===== src/rtl/ex_mem_wb_bypass_source_pkg.sv =====
`default_nettype none
// ============================================================================
// Module      : ex_mem_wb_bypass_source_pkg
// Description : Shared types and constants for the EX/MEM -> MEM/WB bypass
//               source slice. It holds the default datapath widths, the
//               load-FSM state encoding and the MEM/WB record with its bubble
//               value.
// Revision    : 1.0 - initial release
// ============================================================================
package ex_mem_wb_bypass_source_pkg;

    localparam int C_DATA_W = 32;
    localparam int C_REG_AW = 5;

    typedef enum logic [0:0] {
        LS_IDLE = 1'b0,
        LS_WAIT = 1'b1
    } load_state_t;

    typedef struct packed {
        logic                regwrite;
        logic [C_REG_AW-1:0] regwriteaddr;
        logic [C_DATA_W-1:0] aluresult;
        logic [C_DATA_W-1:0] memreaddata;
        logic                memtoreg;
    } mem_wb_t;

    // A bubble never writes back and carries no data.
    localparam mem_wb_t C_MEM_WB_BUBBLE = '{
        regwrite:     1'b0,
        regwriteaddr: '0,
        aluresult:    '0,
        memreaddata:  '0,
        memtoreg:     1'b0
    };

    // Register-file write data selected from a MEM/WB record.
    function automatic logic [C_DATA_W-1:0] wb_select(input mem_wb_t rec);
        return rec.memtoreg ? rec.memreaddata : rec.aluresult;
    endfunction

endpackage
`default_nettype wire


===== src/rtl/ex_mem_load_fsm.sv =====
`default_nettype none
// ============================================================================
// Module      : ex_mem_load_fsm
// Description : Single-outstanding load handshake controller for the EX/MEM
//               stage. It issues a one-cycle request for a load sitting in
//               EX/MEM, stalls the front of the pipeline until the read data
//               returns, and flags the cycle the data is captured.
// Ports       : clk, rst        - clock, synchronous active-high reset
//               i_isload        - EX/MEM holds a load
//               i_rvalid        - memory read data valid
//               o_mem_req       - load request strobe
//               o_mem_stall     - hold EX/MEM and everything upstream
//               o_capture       - read data is valid for the load this cycle
// Revision    : 1.0 - initial release
// ============================================================================
module ex_mem_load_fsm
    import ex_mem_wb_bypass_source_pkg::*;
(
    input  logic clk,
    input  logic rst,
    input  logic i_isload,
    input  logic i_rvalid,
    output logic o_mem_req,
    output logic o_mem_stall,
    output logic o_capture
);

    load_state_t r_state;
    load_state_t w_state_next;

    always_ff @(posedge clk) begin
        if (rst) begin
            r_state <= LS_IDLE;
        end else begin
            r_state <= w_state_next;
        end
    end

    always_comb begin
        w_state_next = r_state;
        o_mem_req    = 1'b0;
        o_mem_stall  = 1'b0;
        o_capture    = 1'b0;
        case (r_state)
            LS_IDLE: begin
                // The request goes out the first cycle the load is in EX/MEM;
                // a zero-latency response lets it advance without stalling.
                if (i_isload) begin
                    o_mem_req = 1'b1;
                    if (i_rvalid) begin
                        o_capture = 1'b1;
                    end else begin
                        o_mem_stall  = 1'b1;
                        w_state_next = LS_WAIT;
                    end
                end
            end
            LS_WAIT: begin
                if (i_rvalid) begin
                    o_capture    = 1'b1;
                    w_state_next = LS_IDLE;
                end else begin
                    o_mem_stall = 1'b1;
                end
            end
            default: begin
                w_state_next = LS_IDLE;
            end
        endcase
    end

endmodule
`default_nettype wire


===== src/rtl/ex_mem_wb_bypass_source.sv =====
`default_nettype none
// ============================================================================
// Module      : ex_mem_wb_bypass_source
// Description : Producer end of the ID-stage forwarding network. Registers the
//               EX result through EX/MEM and MEM/WB, publishes every bypass
//               source, performs loads over a single-outstanding data-memory
//               handshake, stalls the front of the pipeline while a load is
//               pending and drives the register-file write port.
// Ports       : clk, rst                      - clock, sync active-high reset
//               EX_*                          - instruction leaving EX
//               mem_req/mem_addr              - load request
//               mem_rvalid/mem_rdata          - load response
//               mem_stall                     - hold PC/IF/ID/EX
//               EX_MEM_*, MEM_WB_*            - bypass sources
//               rf_we/rf_waddr/rf_wdata       - register-file write port
// Options     : BYPASS_ZERO_SUPPRESS_EN - strip writes to register 0 at
//               EX/MEM capture so $0 is never forwarded or written.
// Revision    : 1.0 - initial release
// ============================================================================
module ex_mem_wb_bypass_source
    import ex_mem_wb_bypass_source_pkg::*;
#(
    parameter int DATA_W = C_DATA_W,
    parameter int REG_AW = C_REG_AW
) (
    input  logic              clk,
    input  logic              rst,
    input  logic              EX_valid,
    input  logic              EX_regwrite,
    input  logic [REG_AW-1:0] EX_regwriteaddr,
    input  logic [DATA_W-1:0] EX_aluresult,
    input  logic              EX_memread,
    output logic              mem_req,
    output logic [DATA_W-1:0] mem_addr,
    input  logic              mem_rvalid,
    input  logic [DATA_W-1:0] mem_rdata,
    output logic              mem_stall,
    output logic              EX_MEM_regwrite,
    output logic [REG_AW-1:0] EX_MEM_regwriteaddr,
    output logic [DATA_W-1:0] EX_MEM_regwritedata,
    output logic              EX_MEM_isload,
    output logic              MEM_WB_regwrite,
    output logic [REG_AW-1:0] MEM_WB_regwriteaddr,
    output logic [DATA_W-1:0] MEM_WB_aluresult,
    output logic [DATA_W-1:0] MEM_WB_memreaddata,
    output logic              MEM_WB_memtoreg,
    output logic              rf_we,
    output logic [REG_AW-1:0] rf_waddr,
    output logic [DATA_W-1:0] rf_wdata
);

    // The MEM/WB record type is sized by the package widths.
    if (DATA_W != C_DATA_W || REG_AW != C_REG_AW) begin : g_width_check
        $error("ex_mem_wb_bypass_source: DATA_W/REG_AW must match the package");
    end

    logic              r_exm_regwrite;
    logic [REG_AW-1:0] r_exm_addr;
    logic [DATA_W-1:0] r_exm_data;
    logic              r_exm_isload;
    mem_wb_t           r_mwb;
    mem_wb_t           w_mwb_next;

    logic              w_regwrite_in;
    logic              w_mem_req;
    logic              w_mem_stall;
    logic              w_capture;

`ifdef BYPASS_ZERO_SUPPRESS_EN
    assign w_regwrite_in = EX_valid & EX_regwrite & (EX_regwriteaddr != '0);
`else
    assign w_regwrite_in = EX_valid & EX_regwrite;
`endif

    ex_mem_load_fsm u_load_fsm (
        .clk         (clk),
        .rst         (rst),
        .i_isload    (r_exm_isload),
        .i_rvalid    (mem_rvalid),
        .o_mem_req   (w_mem_req),
        .o_mem_stall (w_mem_stall),
        .o_capture   (w_capture)
    );

    // EX/MEM: advances whenever the load FSM is not holding it.
    always_ff @(posedge clk) begin
        if (rst) begin
            r_exm_regwrite <= 1'b0;
            r_exm_addr     <= '0;
            r_exm_data     <= '0;
            r_exm_isload   <= 1'b0;
        end else if (!w_mem_stall) begin
            r_exm_regwrite <= w_regwrite_in;
            r_exm_addr     <= EX_regwriteaddr;
            r_exm_data     <= EX_aluresult;
            r_exm_isload   <= EX_valid & EX_memread;
        end
    end

    // MEM/WB takes a bubble while EX/MEM is held so a stalled instruction
    // writes back once, on the cycle it finally advances.
    always_comb begin
        w_mwb_next = C_MEM_WB_BUBBLE;
        if (!w_mem_stall) begin
            w_mwb_next.regwrite     = r_exm_regwrite;
            w_mwb_next.regwriteaddr = r_exm_addr;
            w_mwb_next.aluresult    = r_exm_data;
            w_mwb_next.memreaddata  = w_capture ? mem_rdata : '0;
            w_mwb_next.memtoreg     = r_exm_isload;
        end
    end

    always_ff @(posedge clk) begin
        if (rst) begin
            r_mwb <= C_MEM_WB_BUBBLE;
        end else begin
            r_mwb <= w_mwb_next;
        end
    end

    // EX/MEM is held throughout a pending load, so its data doubles as the
    // stable load address.
    assign mem_req   = w_mem_req;
    assign mem_addr  = r_exm_isload ? r_exm_data : '0;
    assign mem_stall = w_mem_stall;

    assign EX_MEM_regwrite     = r_exm_regwrite;
    assign EX_MEM_regwriteaddr = r_exm_addr;
    assign EX_MEM_regwritedata = r_exm_data;
    assign EX_MEM_isload       = r_exm_isload;

    assign MEM_WB_regwrite     = r_mwb.regwrite;
    assign MEM_WB_regwriteaddr = r_mwb.regwriteaddr;
    assign MEM_WB_aluresult    = r_mwb.aluresult;
    assign MEM_WB_memreaddata  = r_mwb.memreaddata;
    assign MEM_WB_memtoreg     = r_mwb.memtoreg;

    assign rf_we    = r_mwb.regwrite;
    assign rf_waddr = r_mwb.regwriteaddr;
    assign rf_wdata = wb_select(r_mwb);

endmodule
`default_nettype wire


===== config.mk =====
export PLATFORM = sky130hd
export DESIGN_NAME = ex_mem_wb_bypass_source
export DESIGN_NICKNAME = d
export VERILOG_FILES = /design/src/rtl/ex_mem_wb_bypass_source_pkg.sv /design/src/rtl/ex_mem_load_fsm.sv /design/src/rtl/ex_mem_wb_bypass_source.sv
export SDC_FILE = /design/constraint.sdc
export NUM_CORES = 1
export LEC_CHECK = 0
export ABC_AREA = 1
export CAP_MARGIN = 20
export CORE_UTILIZATION = 38
export CTS_CLUSTER_DIAMETER = 60
export DETAILED_ROUTE_END_ITERATION = 16
export PLACE_DENSITY = 0.88
export SKIP_CTS_REPAIR_TIMING = 1
export SLEW_MARGIN = 20
export SYNTH_ARGS = -nofsm -noshare
export SYNTH_HDL_FRONTEND = slang
export SYNTH_SLANG_ARGS = --single-unit

===== constraint.sdc =====
create_clock -name clk -period 1.4 [get_ports clk]
set_clock_uncertainty 0.1 [all_clocks]
set_input_delay 0.21 -clock clk [delete_from_list [all_inputs] [get_ports clk]]
set_output_delay 0.21 -clock clk [all_outputs]
set_load 0.02 [all_outputs]

**Word level (Yosys, flattened, before mapping)**

Cells that the tools add are included.

- Flip-flop bits (word level): 111
- Latch bits: 0
- Memory bits (writable): 0
- Bits in read-only memories: 0
- Input bits: 75
- Output and inout bits: 182
- Word-level logic and storage cells: 26
- Memories: 0

- Add/sub/neg operators: 0
- Multiply operators: 0
- Div/mod/pow operators: 0
- Magnitude comparators: 0
- Eq/ne operators: 0
- Shift operators: 0
- Multiplexer cells: 10
- Bitwise logic cells: 4
- Reduce and logical (&&, ||, !) cells: 2

Operators with widths:

| kind | count |
|---|---|
| 32-bit two-way mux | 2 |
| 1-bit two-way mux | 6 |
| 1-bit case mux with 2 select lines | 2 |
| 3-bit OR reduction | 1 |
| 1-bit AND | 2 |
| 1-bit NOT | 2 |
| 2-bit OR reduction | 1 |

**Longest topological paths before layout**

- Depth in word-level cells: 5
- Gate-level depth with buffers: 7
- Depth with buffers taken out: 4

**By module**

From an unflattened synthesis, not the netlist that was laid out.

- Cells, all modules: 577
- Area, all modules: 4146.5 µm²

By module, submodules not included:

| module | times used | cells each | area each (µm²) | seq. area each (µm²) |
|---|---|---|---|---|
| ex_mem_wb_bypass_source | 1 | 569 | 4091.4 | 2202.1 |
| ex_mem_load_fsm | 1 | 8 | 55.1 | 20.0 |

**Least setup slack after synthesis**

OpenSTA, ideal clock, no wires.

- Kind: register -> output
- Start point: reg r_mwb, in the netlist MEM_WB_memtoreg
- End point: out rf_wdata[0]
- Arrival time: 1267 ps
- Data required time: 1090 ps
- Path slack: -177 ps
- Cell stages (with the launch flop): 5
- Cell sequence: dfxtp_1 -> clkbuf_1 -> clkbuf_1 -> nand2_1 -> o21ai_0

- Cells in the longest elaborated chain, start to end: 1

RTL lines:

| item | line | RTL |
|---|---|---|
| start: declaration | ex_mem_wb_bypass_source.sv:61 | `mem_wb_t r_mwb;` |
| start signal: assignment | ex_mem_wb_bypass_source.sv:117 | `r_mwb <= w_mwb_next;` |
| 32-bit two-way mux | ex_mem_wb_bypass_source_pkg.sv:39 | `return rec.memtoreg ? rec.memreaddata : rec.aluresult;` |
| end: declaration | ex_mem_wb_bypass_source.sv:49 | `output logic [DATA_W-1:0] rf_wdata` |

No other way between the ends.

**Worst setup path after layout**

- Start point: reg r_mwb, in the netlist MEM_WB_memtoreg
- End point: out rf_wdata[5]

The elaborated chain is that of the path after synthesis.

==> flow_metrics.tcl <==
set metrics [dict create \
    drv_cap 0 \
    setup_viol 133 \
    row_count 38 \
    dpl_worst_slack_ns -0.423 \
    clk_latency_ns 0.33 \
    grt.busiest_layer "met2" \
    power.density_nw_per_um2 846 \
    numClockSinks 111 \
    core_area_sq_um 10900 \
    placed_cell_area_sq_um 7240 \
    yosys.cell_types.count 15 \
    ant_nets 0 \
    cts_made_buffers 9 \
    finalCriticalPeriod_ns 1.74 \
    clkTransAtPathRegs_ns 0.08 \
    grt_max_degree 40 \
    grt_antenna_before_repair 0 \
    syn_nets 663 \
    fin_cells 1029 \
    slew_violations 0 \
    final_common_cell "inv_1" \
    tightest_slew_ns 0.456 \
    cp-start-kind "flip-flop" \
    dieArea_sq_um 11700 \
    drt-total-wl_um 18400 \
    cp_max_fo 9 \
    boundaryPins 257 \
    fin_tns_setup_ns -16.77 \
    fp.dieW_um 108 \
    grt_usage_pct 22.5 \
    grt_pass1_vias 4254 \
    fin_nets 959 \
    synth_seq_cells 111 \
    most-common-layout-cells "inv_1, dlymetal6s2s_1, dfxtp_1" \
    cp.required_ns 1.09 \
    rsz0062_at_grt "true" \
    p_leak_nw 5.94 \
    crit_path_end_kind "primary output" \
    netlist_area_sq_um 4300 \
    io_buffers 256 \
    die_h_um 108 \
    ir_drop_uv 578 \
    status "finished with violations" \
    hold_viol_final 0 \
    drt_iter0_drc 248 \
    synth_seq_area_share_pct 51.7 \
    violations "negative setup slack" \
    n_antenna_cell 0 \
    drcViolationCount 0 \
    grt_overflow 0 \
    cts_root_buf "clkbuf_16" \
    met2_usage_pct 42.0 \
    timing.final.crit_share_pct 124 \
    synth_cells 588 \
    final.setup.worst_slack_ns -0.342 \
    grt_util_met1_pct 24.9 \
    wl_per_cell_um 17.9 \
    clk_path_buf_depth 2 \
    crit_arrival_ns 1.43 \
    fillerInstances 583 \
    crit_type "flip-flop to primary output" \
    start_util_pct 39.3 \
    fmax_ghz 0.574 \
    dp_hpwl_um 10300 \
    finalCoreUtilization_pct 82.5 \
    dpl.cell_count 986 \
    htreeDepth 3 \
    drtPass1Iterations 4 \
    final_cell_area_sq_um 9020 \
    area_growth_pct 110 \
    place_congestion 0.756 \
    grt_pass1_wl_um 20500 \
    cts_tree "built" \
    via_per_inst 4.87 \
    syn_avg_cell_area_sq_um 7.31 \
    drive_gt1_share_pct 34.1 \
    met3_usage_pct 6.09 \
    slew_headroom_pct 69.6 \
    synth.yosys.warnings 0 \
    hold_class "input pin to flip-flop" \
    num_vias 5011 \
]
## where the power goes
part	leakage, nW	total (W)	internal [W]	switching [W]
registers	0.912	0.00342	0.00329	0.000128
clock network	0.144	0.00251	0.00130	0.00121
logic	4.89	0.00170	0.000852	0.000851
total	5.94	0.00763	0.00544	0.00219
## cells by family after synthesis
family | synth area share [%]
AOI/OAI and AO/OA | 4.11
buffers and inverters | 17.5
DFF | 51.7
and+or+nand+nor | 26.6
## per-stage QoR
stage | power [W] | hold WS (ns)
final | 0.00763 | 0.287
after global routing | 0.00791 | 0.285
after CTS | 0.00731 | 0.278
after detailed placement | 0.00485 | 0.337
after global placement | 0.00482 | 0.331
after floorplan | 0.00405 | 0.182
## synth_stat cells
cell type	n	area, sq um
buf_2	14	70.1
inv_1	140	526
nor2_1	63	236
nand2_1	107	402
clkbuf_1	17	63.8
nor2_2	10	62.6
buf_4	9	67.6
nand3_1	40	200
o21ai_0	32	160
buf_1	3	11.3
nand4_1	39	244
buf_6	1	11.3
dfxtp_1	111	2220
inv_2	1	3.75
o21ai_4	1	16.3
## worst paths after layout
check | startpoint | end | slack, ns | cells after the start
max | MEM_WB_memtoreg | rf_wdata[5] | -0.34 | 4
min | mem_rdata[2] | MEM_WB_memreaddata[2] | 0.29 | 3
max reg2reg | EX_MEM_isload | MEM_WB_aluresult[23] | -0.20 | 8
min reg2reg | EX_MEM_regwrite | MEM_WB_regwrite | 0.37 | 2
## worst max-delay path, stage by stage, from the launching register on
cell and delay (ns):
dfxtp_4 0.37, buf_12 0.15, clkbuf_16 0.17, o21ai_1 0.22
buf_4 0.19
## metal layers
metal,vias up,share of wire [%]
li1,2344,-
met1,2381,36
met2,243,53
met3,43,8.6
met4,0,2.6
met5,-,0
## registers in the layout (all words and copies together), names as in the netlist
| name | flops |
|---|---|
| MEM_WB_memtoreg | 1 |
| EX_MEM_isload | 1 |
| MEM_WB_regwriteaddr | 5 |
| EX_MEM_regwritedata | 32 |
| MEM_WB_aluresult | 32 |
| EX_MEM_regwrite | 1 |
| MEM_WB_regwrite | 1 |
| MEM_WB_memreaddata | 32 |
| u_load_fsm.r_state | 1 |
| EX_MEM_regwriteaddr | 5 |
## layout make-up
type | instances | area [sq um] | area share (%)
multi-input cells | 292 | 1920 | 21.3
repair buffers | 329 | 3870 | 42.9
clock buffers | 11 | 243 | 2.69
flip-flops and latches | 111 | 2230 | 24.7
clock inverters | 5 | 51.3 | 0.569
inverters | 141 | 529 | 5.87
well taps | 140 | 175 | 1.94
(Power assumes the default switching activity.)
